## src/rtl/vector_addsub_arbiter.sv

```systemverilog
// Round-robin burst arbiter sharing one external lane-wise add/sub datapath
// between two requesters, with a single registered result stage.
module vector_addsub_arbiter #(
  parameter int DATA_WIDTH = 19,
  parameter int LANES      = 6,
  parameter int TAG_WIDTH  = 4
) (
  input  logic                                clk,
  input  logic                                rst_n,
  input  logic [1:0]                          req_valid,
  output logic [1:0]                          req_ready,
  input  logic [1:0]                          req_last,
  input  logic [1:0][LANES*DATA_WIDTH-1:0]    req_op1,
  input  logic [1:0][LANES*DATA_WIDTH-1:0]    req_op2,
  input  logic [1:0]                          req_mode,
  input  logic [1:0][TAG_WIDTH-1:0]           req_tag,
  output logic [LANES*DATA_WIDTH-1:0]         alu_op1,
  output logic [LANES*DATA_WIDTH-1:0]         alu_op2,
  output logic                                alu_mode,
  input  logic [LANES*DATA_WIDTH-1:0]         alu_out,
  input  logic [LANES-1:0]                    alu_C,
  input  logic [LANES-1:0]                    alu_V,
  input  logic [LANES-1:0]                    alu_N,
  output logic                                res_valid,
  input  logic                                res_ready,
  output logic                                res_id,
  output logic [TAG_WIDTH-1:0]                res_tag,
  output logic [LANES*DATA_WIDTH-1:0]         res_data,
  output logic [LANES-1:0]                    res_C,
  output logic [LANES-1:0]                    res_V,
  output logic [LANES-1:0]                    res_N,
  output logic                                busy,
  output logic [1:0]                          dbg_state
);

  // Handshake: a beat on port g transfers on a rising edge where
  // req_valid[g] & req_ready[g]; a result transfers where res_valid & res_ready.

  typedef enum logic [1:0] {
    IDLE = 2'd0,
    OWN0 = 2'd1,
    OWN1 = 2'd2
  } state_t;

  state_t state, state_nx;
  logic   rr_ptr, rr_nx;
  logic   grant_any, grant_id;
  logic   slot_free, accept;

  // Output stage can take a new beat if empty or being drained this cycle.
  assign slot_free = !res_valid || res_ready;

  always_comb begin
    grant_any = 1'b0;
    grant_id  = rr_ptr;
    case (state)
      IDLE: begin
        if (req_valid[0] && req_valid[1]) begin
          grant_any = 1'b1;
          grant_id  = rr_ptr;
        end else if (req_valid[0]) begin
          grant_any = 1'b1;
          grant_id  = 1'b0;
        end else if (req_valid[1]) begin
          grant_any = 1'b1;
          grant_id  = 1'b1;
        end
      end
      OWN0: begin
        grant_any = 1'b1;
        grant_id  = 1'b0;
      end
      OWN1: begin
        grant_any = 1'b1;
        grant_id  = 1'b1;
      end
      default: ;
    endcase
  end

  always_comb begin
    req_ready = 2'b00;
    if (rst_n && grant_any && slot_free) req_ready[grant_id] = 1'b1;
  end

  assign accept = rst_n && grant_any && slot_free && req_valid[grant_id];

  // With no grant the mux still follows rr_ptr; nothing is captured.
  assign alu_op1  = req_op1[grant_id];
  assign alu_op2  = req_op2[grant_id];
  assign alu_mode = req_mode[grant_id];

  always_comb begin
    state_nx = state;
    rr_nx    = rr_ptr;
    if (accept) begin
      if (req_last[grant_id]) begin
        state_nx = IDLE;
        rr_nx    = ~grant_id;
      end else begin
        state_nx = grant_id ? OWN1 : OWN0;
      end
    end
  end

  always_ff @(posedge clk or negedge rst_n) begin
    if (!rst_n) begin
      state  <= IDLE;
      rr_ptr <= 1'b0;
    end else begin
      state  <= state_nx;
      rr_ptr <= rr_nx;
    end
  end

  always_ff @(posedge clk or negedge rst_n) begin
    if (!rst_n) begin
      res_valid <= 1'b0;
      res_id    <= 1'b0;
      res_tag   <= '0;
      res_data  <= '0;
      res_C     <= '0;
      res_V     <= '0;
      res_N     <= '0;
    end else if (accept) begin
      res_valid <= 1'b1;
      res_id    <= grant_id;
      res_tag   <= req_tag[grant_id];
      res_data  <= alu_out;
      res_C     <= alu_C;
      res_V     <= alu_V;
      res_N     <= alu_N;
    end else if (res_ready) begin
      res_valid <= 1'b0;
    end
  end

  assign busy      = (state != IDLE);
  assign dbg_state = state;

endmodule
```

## config.mk

```make
export PLATFORM = sky130hd
export DESIGN_NAME = vector_addsub_arbiter
export DESIGN_NICKNAME = d
export VERILOG_FILES = /design/src/rtl/vector_addsub_arbiter.sv
export SDC_FILE = /design/constraint.sdc
export NUM_CORES = 1
export LEC_CHECK = 0
export BUFFER_PORTS_ARGS = -buffer_cell sky130_fd_sc_hd__buf_2
export CELL_PAD_IN_SITES_DETAIL_PLACEMENT = 1
export CELL_PAD_IN_SITES_GLOBAL_PLACEMENT = 2
export CORE_AREA = 2 2 384 386
export DETAILED_ROUTE_END_ITERATION = 10
export DIE_AREA = 0 0 386 388
export GPL_TIMING_DRIVEN = 0
export HOLD_SLACK_MARGIN = 0.05
export PLACE_DENSITY_LB_ADDON = 0.15
export RECOVER_POWER = 25
export SYNTH_ARGS = -nofsm -noshare
export SYNTH_HDL_FRONTEND = slang
export SYNTH_SLANG_ARGS = --single-unit
```

## constraint.sdc

```tcl
create_clock -name clk -period 4.45 [get_ports clk]
set_input_delay 0.6675 -clock clk [delete_from_list [all_inputs] [get_ports clk]]
set_output_delay 0.6675 -clock clk [all_outputs]
set_load 0.01 [all_outputs]
```

---- Yosys cells after proc, flatten, opt, wreduce, memory -nomap -nowiden ----
Cells that the tools add are included.
word-level totals
  bits in registers ....................... 141
  bits of input ports ..................... 605
  output and inout port bits .............. 372
  logic and storage cells ................. 53
operators by class
  magnitude comparators ................... 2
  equal/unequal tests ..................... 2
  multiplexer cells ....................... 27
  bitwise gates (word level) .............. 1
  reduce and logical (&&, ||, !) cells .... 12
operators by type and width
  operator                                                     count
  2-to-1 mux 114 bit                                           4
  2-to-1 mux 1 bit                                             15
  2-to-1 mux 4 bit                                             2
  2-to-1 mux 2 bit                                             3
  logical AND 1 bit                                            5
  nonzero test 2 bit                                           2
  case mux 1 bit (3 select lines)                              1
  equality test 2 x 1 -> 1 bit (second input constant)         1
  equality test 2 bit (second input constant)                  1
  logical NOT 2 bit                                            1
  less-than comparator 1 x 2 -> 1 bit (second input constant)  1
  case mux 1 bit (2 select lines)                              1
  AND reduction 2 bit                                          1
  OR reduction 2 bit                                           1
  demux 1 bit (select 1 bit)                                   1
  >= comparator 1 bit (second input constant)                  1
  logical NOT 1 bit                                            1
  logical OR 1 bit                                             1
  NOT 1 bit                                                    1

---- Longest topological paths before layout ----
Gate-level depths: netlist (run 1).
  word-level depth ........................ 9
  depth in mapped cells ................... 8
  mapped depth without buffers ............ 6

---- Worst setup path after synthesis (run 1) ----
Ideal clock, no wire load.
  kind .................................... input port to output port
  from .................................... input port req_valid[1]
  to ...................................... output port alu_op2[100]
  arrival time ............................ 2.016 ns
  path slack .............................. 1.766 ns
  stages .................................. 6
  path buffers ............................ 3
  cell sequence ........................... buf_2 -> nor2b_1 -> o211ai_2 -> buf_2 -> buf_2 -> mux2_2
on the way
  longest elaborated chain between the ends .. 6
  elaborated cells between the ends (all ways) .. 7
RTL lines
  element                                                    line  RTL
  from (decl)                                                10    input logic [1:0] req_valid,
  2-to-1 mux 1 bit                                           64    end else if (req_valid[1]) begin
  2-to-1 mux 1 bit                                           61    end else if (req_valid[0]) begin
  2-to-1 mux 1 bit (*)                                       58    if (req_valid[0] && req_valid[1]) begin
  case mux 1 bit (3 select lines) (*)                        56    case (state)
  2-to-1 mux 114 bit (implied by the code) (*) (2 in a row)  90    assign alu_op2 = req_op2[grant_id];
  to (decl)                                                  18    output logic [LANES*DATA_WIDTH-1:0] alu_op2,
Every way passes the cells marked *; elsewhere a longest branch is shown, timed or not. The select of a mux whose other input is x is not followed.

---- Worst setup path in the final report (run 1) ----
  from .................................... register state[1], in the netlist dbg_state[1]
  to ...................................... output port alu_op2[77]
on the way
  longest elaborated chain between the ends .. 4
  elaborated cells between the ends (all ways) .. 6
RTL lines
  element                                                    line  RTL
  from (decl)                                                45    state_t state, state_nx;
  from (signal assigned)                                     111   state <= state_nx;
  equality test 2 bit (tied with other cells)                56
  case mux 1 bit (3 select lines) (*)                        56
  2-to-1 mux 114 bit (implied by the code) (*) (2 in a row)  90
Marks and branches as above.

==> results of run 1 <==
-- layout make-up --
class                           count  area (µm²)  share of cell area
Clock inverter                     15         200              0.0119
Buffer                             42         400              0.0238
Multi-Input combinational cell    403        4920               0.292
Clock buffer                       17         425              0.0253
Antenna cell                       35        87.6             0.00520
Sequential cell                   141        3530               0.209
Tap cell                         1917        2400               0.142
Inverter                            5        18.8             0.00111
Timing Repair Buffer              976        4870               0.289
-- registers in the layout, indices dropped and copies added, names as in the netlist --
signal	count
res_tag	4
res_N	6
rr_ptr	1
res_id	1
res_C	6
res_valid	1
res_data	114
dbg_state	2
res_V	6
-- power groups by stage --
stage,Combinational (mW),Clock (mW),Sequential [mW]
6_report,8.10,1.62,2.34
4_1_cts,8.48,1.73,2.35
3_3_place_gp,8.45,0,2.34
5_1_grt,8.70,1.77,2.45
3_5_place_dp,8.45,0,2.34
2_1_floorplan,4.39,0,2.62
-- worst min path at each step --
stage / start / end / slack (ps) / cells past startpoint
4_1_cts: rst_n / res_N[2] / 70 / 1
5_1_grt: rst_n / res_data[24] / 70 / 1
2_1_floorplan: rst_n / dbg_state[0] / 370 / 0
3_5_place_dp: res_data[43] / res_data[43] / 490 / 1
6_report: rst_n / res_data[24] / 90 / 1
3_3_place_gp: res_data[110] / res_data[110] / 490 / 1
-- synth_stat cells, drive strengths merged --
library cell  number  area [µm²]
ha                 3        37.5
o2111ai            1        8.76
inv                5        18.8
a2bb2oi            1        8.76
a22o               2        17.5
or2b               1        7.51
or3                1        6.26
o21a               1        7.51
o31ai              1        7.51
nor2               4        15.0
nand2              2        7.51
o22ai              1        6.26
dfrtp            141        3530
o211ai             3        27.5
o21bai             2        15.0
buf               42         400
a31oi              1        12.5
nand4bb            1        11.3
nand2b             2        12.5
mux2i              1        10.0
nor2b              3        18.8
mux2             370        4650
nor3               2        15.0
-- metal layers --
layer  vias to the layer above  wire length [µm]
met3                       147              9140
met1                      4540             27900
met4                        66              1890
met5                         -               419
li1                       4194                 -
met2                       576             43400
-- cells by family (layout without fill, tap and decap cells) --
logic type                 Yosys count  count (layout)
adders and majority gates            3               3
DFF                                141             141
muxes                              371             371
AOI/OAI and AO/OA                   13              13
and+or+nand+nor                     16              16
buffers and inverters               47            1055
other                                0              35
-- worst max-delay path: cells and delay by family, from the launching register on --
family	cells	cell delay, ps
flops	1	450
fa+ha+maj	1	300
simple gates	1	130
buf+inv	4	1090
compound gates	1	490
mux	1	470
-- repair_timing --
action | 4_1_cts | 5_1_grt
hold endpoints to repair | 0 | 0
resized for setup | 1 | 0
endpoints found under the setup margin | 132 | 0
==> impl_metrics.json, run 1 <==
{
  "outcome": "finished with violations",
  "violations": "capacitance limit, slew limit",
  "setup_viol": 0,
  "power.switching_mw": 5.30,
  "die-area_um2": 150000,
  "crit_start": "dbg_state[1]",
  "dp.cells": 3484,
  "path_cells": "inv_1, ha_1, nand2_1, o211ai_4, buf_2, buf_2, mux2_2, buf_2",
  "fin_area_um2": 16800,
  "total_power_mw": 12.1,
  "cts-root-buf": "clkbuf_16",
  "hp-class": "in2async",
  "grt_pass1_wl_mm": 104,
  "reg2regPathDepth": 8,
  "wl_per_cell_um": 23.3,
  "syn_area_per_cell_um2": 15.0,
  "fmaxAchievable_mhz": 243,
  "insertion_delay_ps": 490,
  "design.core.area_um2": 145000,
  "synth_top_family_by_area": "multiplexers",
  "path_max_fanout": 10,
  "grt.met1_usage": 0.100,
  "tightest_slew_ps": 2700,
  "timing.rr.end": "dbg_state[0]",
  "dr.pass1.iters": 4,
  "ys_seq_elements": 141,
  "io_buffers": 975,
  "preCtsSetupSlack_ps": 326,
  "relSlewSlack": -0.797,
  "antenna_found_initial": 101,
  "yosys.area_share.simple": 0.0106,
  "initial_core_util": 0.0610,
  "cellInternalPower_mw": 6.76,
  "cts_setup_buffers": 0,
  "path_clk_slew_ps": 70,
  "peakVddDrop_mv": 0.210,
  "cts.sinks": 141,
  "drtIter0Drc": 300,
  "period_minus_slack_ps": 4110,
  "ys_types": 28,
  "crit_top_cell": "buf_2",
  "required_ps": 3780,
  "die_x_um": 386,
  "ys_seq_area_frac": 0.398,
  "synth_fa_ha_area_frac": 0.00424,
  "p_clk_frac": 0.134,
  "final_core_util": 0.116,
  "p_sw_frac": 0.439,
  "grt.met2_usage": 0.195,
  "fill_cells": 17200,
  "synth_compound_area_frac": 0.0126,
  "numCtsBuffers": 17,
  "arrival_ps": 3450,
  "crit_slowest_cell": "o211ai_4",
  "leakagePower_nw": 7.97,
  "final.setup.tns_ps": 0,
  "slew_viol_final": 98,
  "rows": 140,
  "r2r_setup_slack_ps": 1830,
  "pin_count": 977,
  "p_per_area_nw_per_um2": 716,
  "post_dp_cell_area_um2": 16200,
  "grt_pass1_vias": 10500,
  "grt_max_degree": 98,
  "final_cell_mix": "979 x buf_2, 240 x mux2_2, 141 x dfrtp_1, 130 x mux2_4, 22 x clkbuf_1",
  "synthCells": 591,
  "area_growth_syn_to_layout_pct": 90.2,
  "drive_gt1_frac": 0.876,
  "maxCapViolations": 1,
  "routed_wirelength_mm": 82.8,
  "die_y_um": 388,
  "cts_tree": "built",
  "fin_crit_sh": 0.925,
  "viasPerCell": 2.68,
  "grt_overflow": 0,
  "whs_ps": 90.6,
  "worstSetupStartpointType": "flip-flop",
  "r2r-start": "dbg_state[1]",
  "rsz0062_at_grt": "no",
  "clock_path_buffers": 2,
  "critical_path.endpoint_type": "output pin",
  "place_hpwl_mm": 74.8,
  "final_antenna_net_count": 0,
  "fin_skew_ps": 16.3,
  "hold_buffers": 0,
  "finalNetCount": 2194,
  "final_common_cell": "buf_2",
  "grt.total_usage": 0.106,
  "comb_power_share": 0.671,
  "slowest_delay_ps": 490,
  "synth_mux_area_frac": 0.527,
  "synth_nets": 1199,
  "finalHoldViolCount": 0,
  "route.detailed.drc": 0,
  "setup.worst_path.end": "alu_op2[77]",
  "syn_area_um2": 8850,
  "gp_congestion": 0.812,
  "busiest_layer": "met2",
  "pwr-share-seq": 0.194,
  "htree_num_levels": 4,
  "ys_warn_count": 0,
  "setup_ws_ps": 336,
  "synth_xor_area_frac": 0,
  "layout.cells.non_filler": 3551,
  "worstSetupPathType": "reg2out",
  "vias": 9523,
  "global_route.usage.met3": 0.0556
}
No activity file was read; power rests on OpenSTA's default activity.
==> run 2: changes to the inputs <==
--- a/config.mk
+++ b/config.mk
@@ -5,12 +5,13 @@
 export SDC_FILE = /design/constraint.sdc
 export NUM_CORES = 1
 export LEC_CHECK = 0
+export ABC_AREA = 1
 export BUFFER_PORTS_ARGS = -buffer_cell sky130_fd_sc_hd__buf_2
 export CELL_PAD_IN_SITES_DETAIL_PLACEMENT = 1
 export CELL_PAD_IN_SITES_GLOBAL_PLACEMENT = 2
-export CORE_AREA = 2 2 384 386
+export CORE_AREA = 2 2 383 385
 export DETAILED_ROUTE_END_ITERATION = 10
-export DIE_AREA = 0 0 386 388
+export DIE_AREA = 0 0 385 387
 export GPL_TIMING_DRIVEN = 0
 export HOLD_SLACK_MARGIN = 0.05
 export PLACE_DENSITY_LB_ADDON = 0.15
==> impl_metrics.json, run 2 <==
{
  "outcome": "finished with violations",
  "violations": "capacitance limit, slew limit",
  "path_max_fanout": 10,
  "ys_seq_area_frac": 0.420,
  "fin_crit_sh": 0.901,
  "finalNetCount": 2981,
  "pin_count": 977,
  "routed_wirelength_mm": 94.7,
  "die_x_um": 385,
  "place_hpwl_mm": 85.1,
  "area_growth_syn_to_layout_pct": 93.9,
  "synth_nets": 1985,
  "top_register": "res_data",
  "viasPerCell": 3.00,
  "final_common_cell": "nand2_1",
  "grt_pass1_vias": 14200,
  "period_minus_slack_ps": 4010,
  "rows": 140,
  "finalHoldViolCount": 0,
  "drtIter0Drc": 482,
  "reg2regPathDepth": 10,
  "ys_async_sr_fraction": 1.00,
  "gp_congestion": 0.914,
  "worstSetupPathType": "reg2out",
  "p_per_area_nw_per_um2": 801,
  "syn_area_per_cell_um2": 6.11,
  "slew_viol_final": 63,
  "leakagePower_nw": 9.59,
  "cts_tree": "built",
  "ys_seq_elements": 141,
  "path_clk_slew_ps": 70,
  "relSlewSlack": -0.203,
  "maxCapViolations": 1,
  "die-area_um2": 149000,
  "fill_cells": 17900,
  "layout.cells.non_filler": 4307,
  "numCtsBuffers": 17,
  "arrival_ps": 3340,
  "largest_reg_flops": 114,
  "insertion_delay_ps": 470,
  "htree_num_levels": 4,
  "post_dp_cell_area_um2": 15700,
  "synth_edf_count": 0,
  "grt_overflow": 0,
  "dp.cells": 4271,
  "clock_path_buffers": 2,
  "syn_area_um2": 8410,
  "required_ps": 3780,
  "ys_top_cells_by_count": "1127 x nand2_1, 141 x dfrtp_1, 37 x buf_2",
  "fin_skew_ps": 14.7,
  "route.detailed.drc": 0,
  "antenna_found_initial": 75,
  "wl_met2_mm": 51.2,
  "vias": 12900,
  "cts.sinks": 141,
  "grt_max_degree": 82,
  "fin_area_um2": 16300,
  "met3_length_mm": 7.42,
  "r2r-start": "dbg_state[0]",
  "grt_pass1_wl_mm": 126,
  "wl_met1_mm": 33.8,
  "critical_path.endpoint_type": "output pin",
  "tightest_slew_ps": 1800,
  "rsz0062_at_grt": "no",
  "peakVddDrop_mv": 0.230,
  "synth_top_area_cell": "nand2_1",
  "cts_setup_buffers": 0,
  "ys_types": 21,
  "r2r_setup_slack_ps": 2080,
  "final_cell_mix": "1127 x nand2_1, 989 x buf_2, 141 x dfrtp_1, 37 x clkbuf_1, 17 x clkbuf_16",
  "dr.pass1.iters": 4,
  "yosysMostFrequentCell": "nand2_1",
  "synth-main-ff-cell": "dfrtp_1",
  "setup_viol": 0,
  "final_antenna_net_count": 0,
  "highest_layer": "met5",
  "netlist_top_cells_area": "nand2_1 50%, dfrtp_1 42%, buf_2 2.2%, buf_6 1.5%, buf_4 1.3%",
  "die_y_um": 387,
  "synth_top_area_frac": 0.503,
  "design.core.area_um2": 145000,
  "fmaxAchievable_mhz": 249,
  "synthCells": 1377,
  "worstSetupStartpointType": "flip-flop",
  "drive_gt1_frac": 0.442,
  "ys_warn_count": 0,
  "hp-class": "in2async",
  "grt.total_usage": 0.124,
  "initial_core_util": 0.0580,
  "wl_per_cell_um": 22.0,
  "io_buffers": 976,
  "cts-root-buf": "clkbuf_16",
  "timing.rr.end": "res_data[55]"
}
-- run 2: cell count changes after synthesis, moves of 3 or more --
cell | before | now
nand2_1 | 2 | 1127
mux2_2 | 240 | 0
mux2_4 | 130 | 0
clkbuf_1 | 0 | 16
buf_4 | 0 | 15
buf_12 | 11 | 0
buf_2 | 27 | 37
buf_6 | 4 | 11
nand3_1 | 0 | 3
nor2b_1 | 3 | 0
-- run 2: repair_timing --
item / CTS / global route
gates resized for setup: 0 / 4
hold buffers: 0 / 0
setup endpoints to repair: 0 / 12
-- run 2: worst max path at each step --
stage | startpoint | end
2_1_floorplan | dbg_state[0] | alu_op1[100]
3_3_place_gp | rst_n | res_data[55]
3_5_place_dp | req_valid[1] | alu_op2[96]
4_1_cts | dbg_state[0] | alu_op2[96]
5_1_grt | dbg_state[0] | alu_op2[100]
6_report | dbg_state[0] | alu_op2[71]
-- run 2: through the flow --
step | utilization | power (mW) | TNS [ps] | setup WS (ps) | hold WS (ps)
finish | 0.113 | 13.1 | 0 | 441 | 230
global route | 0.113 | 14.4 | 0 | 52.0 | 243
CTS | 0.113 | 13.7 | 0 | 12.7 | 210
detailed placement | 0.109 | 12.0 | 0 | 554 | 454
global placement | 0.108 | 11.9 | -131570 | -995 | 449
floorplan | - | 6.60 | 0 | 2050 | 372
-- run 2: logic make-up after synthesis --
| family | Yosys count | share of synthesized area |
|---|---|---|
| AO/OA/AOI/OAI | 4 | 0.00298 |
| adder cells (fa/ha/maj) | 3 | 0.00446 |
| buffers and inverters | 89 | 0.0618 |
| flip-flops | 141 | 0.420 |
| AND/OR/NAND/NOR | 1140 | 0.511 |
-- run 2: metal layers --
| layer | track usage | vias to the layer above |
|---|---|---|
| met2 | 0.242 | 617 |
| met3 | 0.0403 | 160 |
| met1 | 0.125 | 6008 |
| li1 | - | 6090 |
| met5 | 0 | - |
| met4 | 0.0254 | 32 |
-- run 2: area by class of cell --
class                      instances  area, µm²  area share
timing repair buffer             977       4870       0.299
multi-input combinational       1147       4360       0.267
tap                             1917       2400       0.147
sequential                       141       3530       0.216
inverter                           8       30.0     0.00184
clock buffer                      21        480      0.0295
antenna                            5       12.5    0.000767
buffer                            81        493      0.0302
clock inverter                    10        129     0.00790
-- run 2: power breakdown --
group          internal [mW]  leakage (nW)  switching, mW
Clock                  0.891         0.290          0.679
Sequential              1.91          1.75          0.335
Combinational           2.83          7.55           6.41
-- run 2: worst max-delay path, cell delays in order, from the launching register on --
cell and delay (ps):
dfrtp_1 470, inv_1 120, ha_1 180, inv_1 60, nor2_1 90, nand2_1 60
nand2_2 90, nand2_2 120, inv_2 360, clkbuf_4 450, buf_2 330, nand2_1 80
nand2_1 240, buf_2 200
==> run 3: changes to the inputs <==
--- a/config.mk
+++ b/config.mk
@@ -16,6 +16,7 @@
 export HOLD_SLACK_MARGIN = 0.05
 export PLACE_DENSITY_LB_ADDON = 0.15
 export RECOVER_POWER = 25
+export REMOVE_ABC_BUFFERS = 1
 export SYNTH_ARGS = -nofsm -noshare
 export SYNTH_HDL_FRONTEND = slang
 export SYNTH_SLANG_ARGS = --single-unit
==> impl_metrics.json, run 3 (synthesis gave the netlist of run 2 again) <==
{
  "outcome": "finished, final reports clean",
  "finalNetCount": 2908,
  "whs_ps": 156,
  "final_cell_mix": "1125 x nand2_1, 953 x buf_2, 141 x dfrtp_1, 25 x clkbuf_1, 18 x clkbuf_16",
  "grt_pass1_vias": 13600,
  "setup_viol": 0,
  "final_antenna_net_count": 0,
  "gp_congestion": 0.817,
  "post_dp_cell_area_um2": 15500,
  "p_per_area_nw_per_um2": 789,
  "timing.rr.end": "res_data[4]",
  "numCtsBuffers": 17,
  "fin_crit_sh": 0.873,
  "fin_area_um2": 16100,
  "crit_top_cell": "nand2_1",
  "die-area_um2": 149000,
  "finalHoldViolCount": 0,
  "relSlewSlack": 0.506,
  "crit_slowest_cell": "dfrtp_1",
  "cts_setup_buffers": 0,
  "worstSetupStartpointType": "flip-flop",
  "viasPerCell": 3.01,
  "path_max_fanout": 92,
  "final_core_util": 0.111,
  "worstSetupPathType": "reg2out",
  "grt_overflow": 0,
  "largest_reg_flops": 114,
  "arrival_ps": 3220,
  "rows": 140,
  "cts.sinks": 141,
  "peakVddDrop_mv": 0.504,
  "antenna_found_initial": 118,
  "period_minus_slack_ps": 3880,
  "fmaxAchievable_mhz": 257,
  "r2r-start": "dbg_state[0]",
  "design.core.area_um2": 145000,
  "r2r_setup_slack_ps": 1810,
  "grt_max_degree": 146,
  "htree_num_levels": 4,
  "fin_skew_ps": 17.7,
  "tightest_slew_ps": 740,
  "route.detailed.drc": 0,
  "clock_path_buffers": 2,
  "io_buffers": 976,
  "hold_buffers": 0,
  "rsz0062_at_grt": "no",
  "maxCapViolations": 0,
  "dr.pass1.iters": 5,
  "required_ps": 3780,
  "insertion_delay_ps": 470,
  "slew_viol_final": 0,
  "area_growth_syn_to_layout_pct": 91.5,
  "reg2regPathDepth": 9,
  "die_y_um": 387,
  "cts_tree": "built",
  "hp-class": "in2async",
  "grt_pass1_wl_mm": 121,
  "path_cells": "inv_1, ha_1, inv_1, nor2_1, nand2_1, nand2_2, nand2_8, inv_12, clkbuf_16, nand2_1, nand2_1, buf_2",
  "leakagePower_nw": 9.39,
  "routed_wirelength_mm": 94.3,
  "initial_core_util": 0.0580,
  "die_x_um": 385,
  "slowest_delay_ps": 460,
  "grt.total_usage": 0.121,
  "total_power_mw": 12.7,
  "drtIter0Drc": 427,
  "critical_path.endpoint_type": "output pin",
  "vias": 12800,
  "wl_per_cell_um": 22.2,
  "place_hpwl_mm": 81.3,
  "path_clk_slew_ps": 70,
  "top_register": "res_data",
  "cts-root-buf": "clkbuf_16",
  "final_common_cell": "nand2_1",
  "drive_gt1_frac": 0.432,
  "pin_count": 977
}
## run 3: cell count changes in the layout (fill, tap and decap cells not counted), moves of 3 or more
cell,change
diode_2,+21
buf_2,-36
clkbuf_8,-4
clkbuf_1,-12
clkinv_2,+3
buf_4,-15
buf_16,+7
buf_6,-11
## run 3: final cells by class
class	count	area, µm²
flip-flops and latches	141	3530
diodes	26	65.1
fillers	17900	129000
clock inverters	12	135
clock buffers	20	437
multi-input cells	1147	4390
repair buffers	985	5100
well taps	1917	2400
inverters	8	42.5
## run 3: critical path: cells and delay by family, from the launching register on
family | cells | cell delay [ps]
adders and majority gates | 1 | 180
DFF | 1 | 460
buffers and inverters | 5 | 1150
and+or+nand+nor | 6 | 690
## run 3: worst max-delay path by stage
stage	startpoint	end	slack, ps
final	dbg_state[0]	alu_op2[59]	570
after global routing	dbg_state[0]	alu_op2[104]	250
after CTS	dbg_state[0]	alu_op2[104]	80
after global placement	dbg_state[0]	alu_op2[104]	-10250
after floorplan	dbg_state[0]	alu_mode	-1840
after detailed placement	dbg_state[0]	alu_op2[104]	460
## run 3: metrics by stage
step / setup WS [ps] / cells / setup TNS, ps
final: 566 / 4256 / 0
after floorplan: -1840 / 1296 / -601070
after detailed placement: 460 / 4197 / 0
after global routing: 248 / 4245 / 0
after CTS: 79.1 / 4229 / 0
after global placement: -10250 / 4189 / -3111200
## run 3: what timing repair did
| action | 4_1_cts | 5_1_grt |
|---|---|---|
| gates cloned | 0 | 1 |
| hold endpoints to repair | 0 | 0 |
| resized for setup | 1 | 0 |
| endpoints found under the setup margin | 2 | 1 |
## run 3: power by group
group	switching (mW)	internal (mW)	total [mW]
logic	6.30	2.69	8.99
clock network	0.652	0.831	1.48
registers	0.314	1.91	2.22
total	7.27	5.43	12.7
## run 3: routing by layer
layer | up-vias | track usage | wire (µm)
met3 | 211 | 0.0590 | 10400
met2 | 745 | 0.235 | 51000
met1 | 5856 | 0.107 | 30200
met4 | 22 | 0.0348 | 2570
li1 | 5975 | - | -
met5 | - | 0 | 125
